[src/rtl/instr_sequencer.sv]
// Multi-cycle fetch/execute sequencer: owns PC and IR, steps FETCH/EXEC/
// MEM_WAIT/WB and drives stage enables plus a start/done handshake.
//
// Ports:
//   Clk, Reset (async, active-high)
//   Start, StartAddr        : begin a run at StartAddr (IDLE or DONE only)
//   Instr                   : combinational ROM data at Pc
//   BranchTaken/Target      : datapath branch result, sampled in EXEC
//   MemAck                  : data memory completion, sampled in MEM_WAIT
//   Pc, InstrReg            : current address and latched instruction
//   ExecEn, MemReq, WbEn    : per-stage strobes (Moore, from state)
//   Busy, Done, Error       : run status
//   RetiredCnt              : saturating retired-instruction count
module instr_sequencer #(
  parameter int PC_W = 10,
  parameter int INSTR_W = 9,
  parameter logic [INSTR_W-1:0] HALT_INSTR = 9'b111_11_0000,
  parameter int MEM_TIMEOUT = 16,
  parameter int CNT_W = 16
) (
  input  logic               Clk,
  input  logic               Reset,
  input  logic               Start,
  input  logic [PC_W-1:0]    StartAddr,
  input  logic [INSTR_W-1:0] Instr,
  input  logic               BranchTaken,
  input  logic [PC_W-1:0]    BranchTarget,
  input  logic               MemAck,
  output logic [PC_W-1:0]    Pc,
  output logic [INSTR_W-1:0] InstrReg,
  output logic               ExecEn,
  output logic               MemReq,
  output logic               WbEn,
  output logic               Busy,
  output logic               Done,
  output logic               Error,
  output logic [CNT_W-1:0]   RetiredCnt
);

  typedef enum logic [2:0] {
    S_IDLE,
    S_FETCH,
    S_EXEC,
    S_MEM_WAIT,
    S_WB,
    S_DONE
  } state_e;

  localparam logic [2:0] OP_LOAD  = 3'b001;
  localparam logic [2:0] OP_STORE = 3'b010;
  localparam logic [7:0] TMO_LAST = 8'(MEM_TIMEOUT - 1);

  state_e             state_q, state_d;
  logic [PC_W-1:0]    pc_q, pc_d;
  logic [INSTR_W-1:0] ir_q, ir_d;
  logic [CNT_W-1:0]   cnt_q, cnt_d;
  logic               err_q, err_d;
  logic               brt_q, brt_d;
  logic [PC_W-1:0]    btgt_q, btgt_d;
  logic [7:0]         tmo_q, tmo_d;

  logic [2:0] opcode;
  logic       is_mem;
  logic       is_halt;

  assign opcode  = ir_q[INSTR_W-1 -: 3];
  assign is_mem  = (opcode == OP_LOAD) || (opcode == OP_STORE);
  assign is_halt = (ir_q == HALT_INSTR);

  always_ff @(posedge Clk or posedge Reset) begin
    if (Reset) begin
      state_q <= S_IDLE;
      pc_q    <= '0;
      ir_q    <= '0;
      cnt_q   <= '0;
      err_q   <= 1'b0;
      brt_q   <= 1'b0;
      btgt_q  <= '0;
      tmo_q   <= '0;
    end else begin
      state_q <= state_d;
      pc_q    <= pc_d;
      ir_q    <= ir_d;
      cnt_q   <= cnt_d;
      err_q   <= err_d;
      brt_q   <= brt_d;
      btgt_q  <= btgt_d;
      tmo_q   <= tmo_d;
    end
  end

  always_comb begin
    state_d = state_q;
    pc_d    = pc_q;
    ir_d    = ir_q;
    cnt_d   = cnt_q;
    err_d   = err_q;
    brt_d   = brt_q;
    btgt_d  = btgt_q;
    tmo_d   = tmo_q;

    unique case (state_q)
      S_IDLE, S_DONE: begin
        if (Start) begin
          pc_d    = StartAddr;
          cnt_d   = '0;
          err_d   = 1'b0;
          state_d = S_FETCH;
        end
      end
      S_FETCH: begin
        ir_d    = Instr;
        state_d = S_EXEC;
      end
      S_EXEC: begin
        brt_d  = BranchTaken;
        btgt_d = BranchTarget;
        if (is_halt) begin
          state_d = S_DONE;
        end else if (is_mem) begin
          tmo_d   = '0;
          state_d = S_MEM_WAIT;
        end else begin
          state_d = S_WB;
        end
      end
      S_MEM_WAIT: begin
        // An ack on the final allowed cycle still completes the access.
        if (MemAck) begin
          state_d = S_WB;
        end else if (tmo_q == TMO_LAST) begin
          err_d   = 1'b1;
          state_d = S_DONE;
        end else begin
          tmo_d = tmo_q + 8'd1;
        end
      end
      S_WB: begin
        pc_d = brt_q ? btgt_q : pc_q + PC_W'(1);
        if (cnt_q != '1) begin
          cnt_d = cnt_q + CNT_W'(1);
        end
        state_d = S_FETCH;
      end
      default: begin
        state_d = S_IDLE;
      end
    endcase
  end

  assign Pc         = pc_q;
  assign InstrReg   = ir_q;
  assign RetiredCnt = cnt_q;
  assign Error      = err_q;
  assign ExecEn     = (state_q == S_EXEC);
  assign MemReq     = (state_q == S_MEM_WAIT);
  assign WbEn       = (state_q == S_WB);
  assign Done       = (state_q == S_DONE);
  assign Busy       = (state_q != S_IDLE) && (state_q != S_DONE);

endmodule
[config.mk]
export PLATFORM = sky130hd
export DESIGN_NAME = instr_sequencer
export DESIGN_NICKNAME = d
export VERILOG_FILES = /design/src/rtl/instr_sequencer.sv
export SDC_FILE = /design/constraint.sdc
export NUM_CORES = 1
export LEC_CHECK = 0
export BUFFER_PORTS_ARGS = -buffer_cell sky130_fd_sc_hd__buf_2
export CORE_MARGIN = 1.5
export CORE_UTILIZATION = 46
export CTS_CLUSTER_SIZE = 20
export DETAILED_ROUTE_END_ITERATION = 10
export HOLD_SLACK_MARGIN = 0.06
export PLACE_DENSITY = 0.73
export SETUP_SLACK_MARGIN = 0.02
export SLEW_MARGIN = 0
export SYNTH_ARGS = -nofsm -noshare
export SYNTH_HDL_FRONTEND = slang
export SYNTH_SLANG_ARGS = --single-unit
[constraint.sdc]
create_clock -name Clk -period 1.9 [get_ports Clk]
set_input_delay 0 -clock Clk [delete_from_list [all_inputs] [get_ports Clk]]
set_output_delay 0 -clock Clk [all_outputs]
set_load 0.005 [all_outputs]
==> metrics.txt <==
status finished, violations left; failing checks negative setup slack; Finished Core Util 70.54%; die area 0.007064 mm^2; final std cells w/o fill between 500 and 600; Final Critical Period ~2.0 ns; met2 WL 4406 um; Post-Place Cells 483; part of the cycle the worst path needs 105.3%; vias in the first global route 3,031; Synth Area in Compound Gates 13.13%; Internal Power 0.003862 W; most frequent cells in the layout 74 x buf_2, 58 x dfrtp_1, 47 x buf_4; Req. time, crit path 2.12 ns; post-synthesis area per instance around 10 um^2; Detailed Place HPWL 5402 um; post-synthesis sequential area ratio 48.03%; latest clock arrival within the worst-skew pair 0.34 ns; CP Cell Sequence ha_1 -> nand3_2 -> o211ai_1 -> a211o_4 -> buf_4 -> o31ai_1 -> a21oi_2; Boundary Pins 75; post-synthesis simple-gate area fraction about 22%; CP endpoint kind flop; Hold Path Class input pin to async pin; post-DR wirelength/cell 16.13 um; pin count of the biggest net entering global routing 38; Initial Util about 48%; Mapped Nets between 300 and 400; ant diodes 0; PwrDens approximately 1400 mW/mm^2; grt total ovfl 0; Hold Violations, Final 0; Slew @ Worst Pin around 0.54 ns; Post-Synth Adder-Cell Area 1.242%; Inserted Clock Buffers 9; clock-pin slew on the worst setup and hold paths 0.07 ns; Synth Instances 302; crit-path max cell delay between 0.4 and 0.5 ns; GRT Overall Usage 25.45%; initial antenna violation count 0; largest family of logic cells by synthesized area simple AND/OR/NAND/NOR gates; buffers plus inverters on the worst setup path 1; Yosys warnings 0; Seq cells post-synth just under 60; detailed-route via count 3,038; commonest register cell after synthesis dfrtp_1; FMAX 499.9 MHz; Site Rows 29; CTS tree built; wire length on met1 3654 um; post-synth cell types 50; Area growth, synth to finish 48.24%; fin nets 494; FFs w/ async S/R, synth 100.0%; final WL 8693 um; critical path class flop to flop; reg2reg start tmo_q[0]; Crit path max-delay family compound AO/OA/AOI/OAI gates; PortBufs 74; Final Wtd Congestion around 0.84; post-placement cell area 0.003780 mm^2; Final WS setup -0.1003 ns; Leak about 2.1 nW; Power Total slightly above 0.006 W; CP startpoint kind flop; CP startpoint tmo_q[0]; mux cell area share after synthesis 8.157%; met3 WL 473 um; clock power share between 20% and 30%; RSZ-0062 raised after global routing yes; post-synthesis xor/xnor area fraction 4.638%; Final Cell Area 0.004479 mm^2; CTS max path bufs 2; Die H ~84 um; Setup Skew approximately 0.0077 ns; CTS H-tree lvls 3; drt first pass iters 4; critical path arrival between 2 and 2.5 ns; Max Used Layer met4; drt initial violations roughly 180; Avg Vias per Cell around 5.6; CP max FO 6; CTS sink cnt 58; Antenna Nets Post-Route 0; first-pass GRT wire length 14,230 um; # DRC 0; Max-slew headroom 64.08%; # setup viols final 5; Peak VDD IR 0.9280 mV; CP max stage cell a211o_4; fin. max-slew vios 0; part of the power in registers 34.9%; maxcap violations 0; EDFF count, synth 0; Core Box Area between 0.006 and 0.007 mm^2; DIE WIDTH about 84 um; layout cells sized above 1 41.13%; Syn Std Cell Area 0.003022 mm^2; Root Driver clkbuf_8; Net Sw Frac 37.15%; most common cell after layout, fill and taps aside buf_2; Switch Pwr 0.002283 W; Comb power frac 44.2%
==> registers in the layout, summed over array words and instances (netlist names) <==
name        cells
RetiredCnt     16
Pc             10
btgt_q         10
InstrReg        9
tmo_q           8
state_q         3
Error           1
brt_q           1
==> power groups by stage <==
| stage | combinational (W) | sequential (W) | clock, W |
|---|---|---|---|
| 6_report | 0.00272 | 0.00214 | 0.00128 |
| 5_1_grt | 0.00298 | 0.00221 | 0.00135 |
| 4_1_cts | 0.00255 | 0.00211 | 0.00129 |
| 3_5_place_dp | 0.00240 | 0.00213 | 0 |
| 3_3_place_gp | 0.00234 | 0.00211 | 0 |
| 2_1_floorplan | 0.00148 | 0.00204 | 0 |
==> path summary, 6_finish.rpt <==
check                              end  slack, ns  depth (start not counted)
min reg2reg                      Error       0.51                          2
max                           tmo_q[5]      -0.10                          7
max in group asynchronous     tmo_q[3]       1.11                          4
min in group Clk           InstrReg[8]       0.42                          3
max reg2reg                   tmo_q[5]      -0.10                          7
min                              Pc[8]       0.23                          3
==> worst min-delay path: stages <==
cell and delay [ns]:
dlygate4sd3_1 0.53, buf_2 0.12, inv_2 0.36
==> cell type report <==
| type | count | area [um^2] |
|---|---|---|
| tap | 77 | 96.34 |
| fill | 478 | 1871 |
| timing repair buffer | 156 | 1085 |
| clock inverter | 5 | 77.57 |
| inverter | 8 | 30.03 |
| clock buffer | 11 | 141.4 |
| multi-input combinational | 224 | 1598 |
| sequential | 58 | 1451 |
==> Yosys cell counts (3+ instances only) <==
| cell | instances | area share (%) |
|---|---|---|
| clkbuf_1 | 8 | 0.99 |
| dfrtp_1 | 58 | 48 |
| o21ai_0 | 12 | 2.0 |
| buf_2 | 3 | 0.50 |
| nand2_1 | 25 | 3.1 |
| nor4_1 | 7 | 1.4 |
| mux2_2 | 21 | 7.8 |
| nor2_1 | 20 | 2.5 |
| inv_1 | 7 | 0.87 |
| a21oi_1 | 20 | 3.3 |
| or4_1 | 7 | 1.7 |
| ha_1 | 3 | 1.2 |
| and3_1 | 4 | 0.83 |
| nor3_1 | 6 | 0.99 |
| o211ai_1 | 5 | 1.2 |
| a31oi_1 | 3 | 0.62 |
| o22ai_1 | 3 | 0.62 |
| xor2_1 | 5 | 1.4 |
| nand3_1 | 17 | 2.8 |
| xnor2_1 | 11 | 3.2 |
| nand2b_1 | 3 | 0.62 |
| nand4_1 | 9 | 1.9 |
| o31ai_1 | 5 | 1.2 |
| or3_1 | 7 | 1.4 |
==> logic make-up (layout without fill, tap and decap cells) <==
group | count (synthesis) | in the layout
multiplexers | 22 | 22
flip-flops | 58 | 58
buffers and inverters | 22 | 180
AO/OA/AOI/OAI | 61 | 63
XOR/XNOR | 16 | 16
AND/OR/NAND/NOR | 120 | 120
adder cells (fa/ha/maj) | 3 | 3
==> metal layers <==
| metal | track usage (%) | vias up |
|---|---|---|
| li1 | - | 1437 |
| met1 | 31.69 | 1478 |
| met2 | 43.35 | 109 |
| met3 | 4.847 | 14 |
| met4 | 10.28 | 0 |
| met5 | 0 | - |
==> metrics by stage <==
step           worst slack [ns]   TNS, ns  hold WS [ns]
6_report                -0.1003   -0.2477        0.2323
5_1_grt                 -0.1374   -0.8930        0.2958
4_1_cts                -0.04286   -0.1042        0.2414
3_5_place_dp           -0.09148   -0.2919       0.05337
3_3_place_gp           -0.02797  -0.07614       0.05477
2_1_floorplan          -0.06815   -0.2633       0.09668
==> what timing repair did <==
item                                   in CTS  in global routing
hold buffers                               33                  0
pin swaps                                   8                  3
resized for setup                           7                 12
buffers inserted                            1                  4
setup endpoints to repair                  10                 18
gates cloned                                2                  0
endpoints found under the hold margin      55                  0
Note: power is estimated with default switching activity, not from simulation.
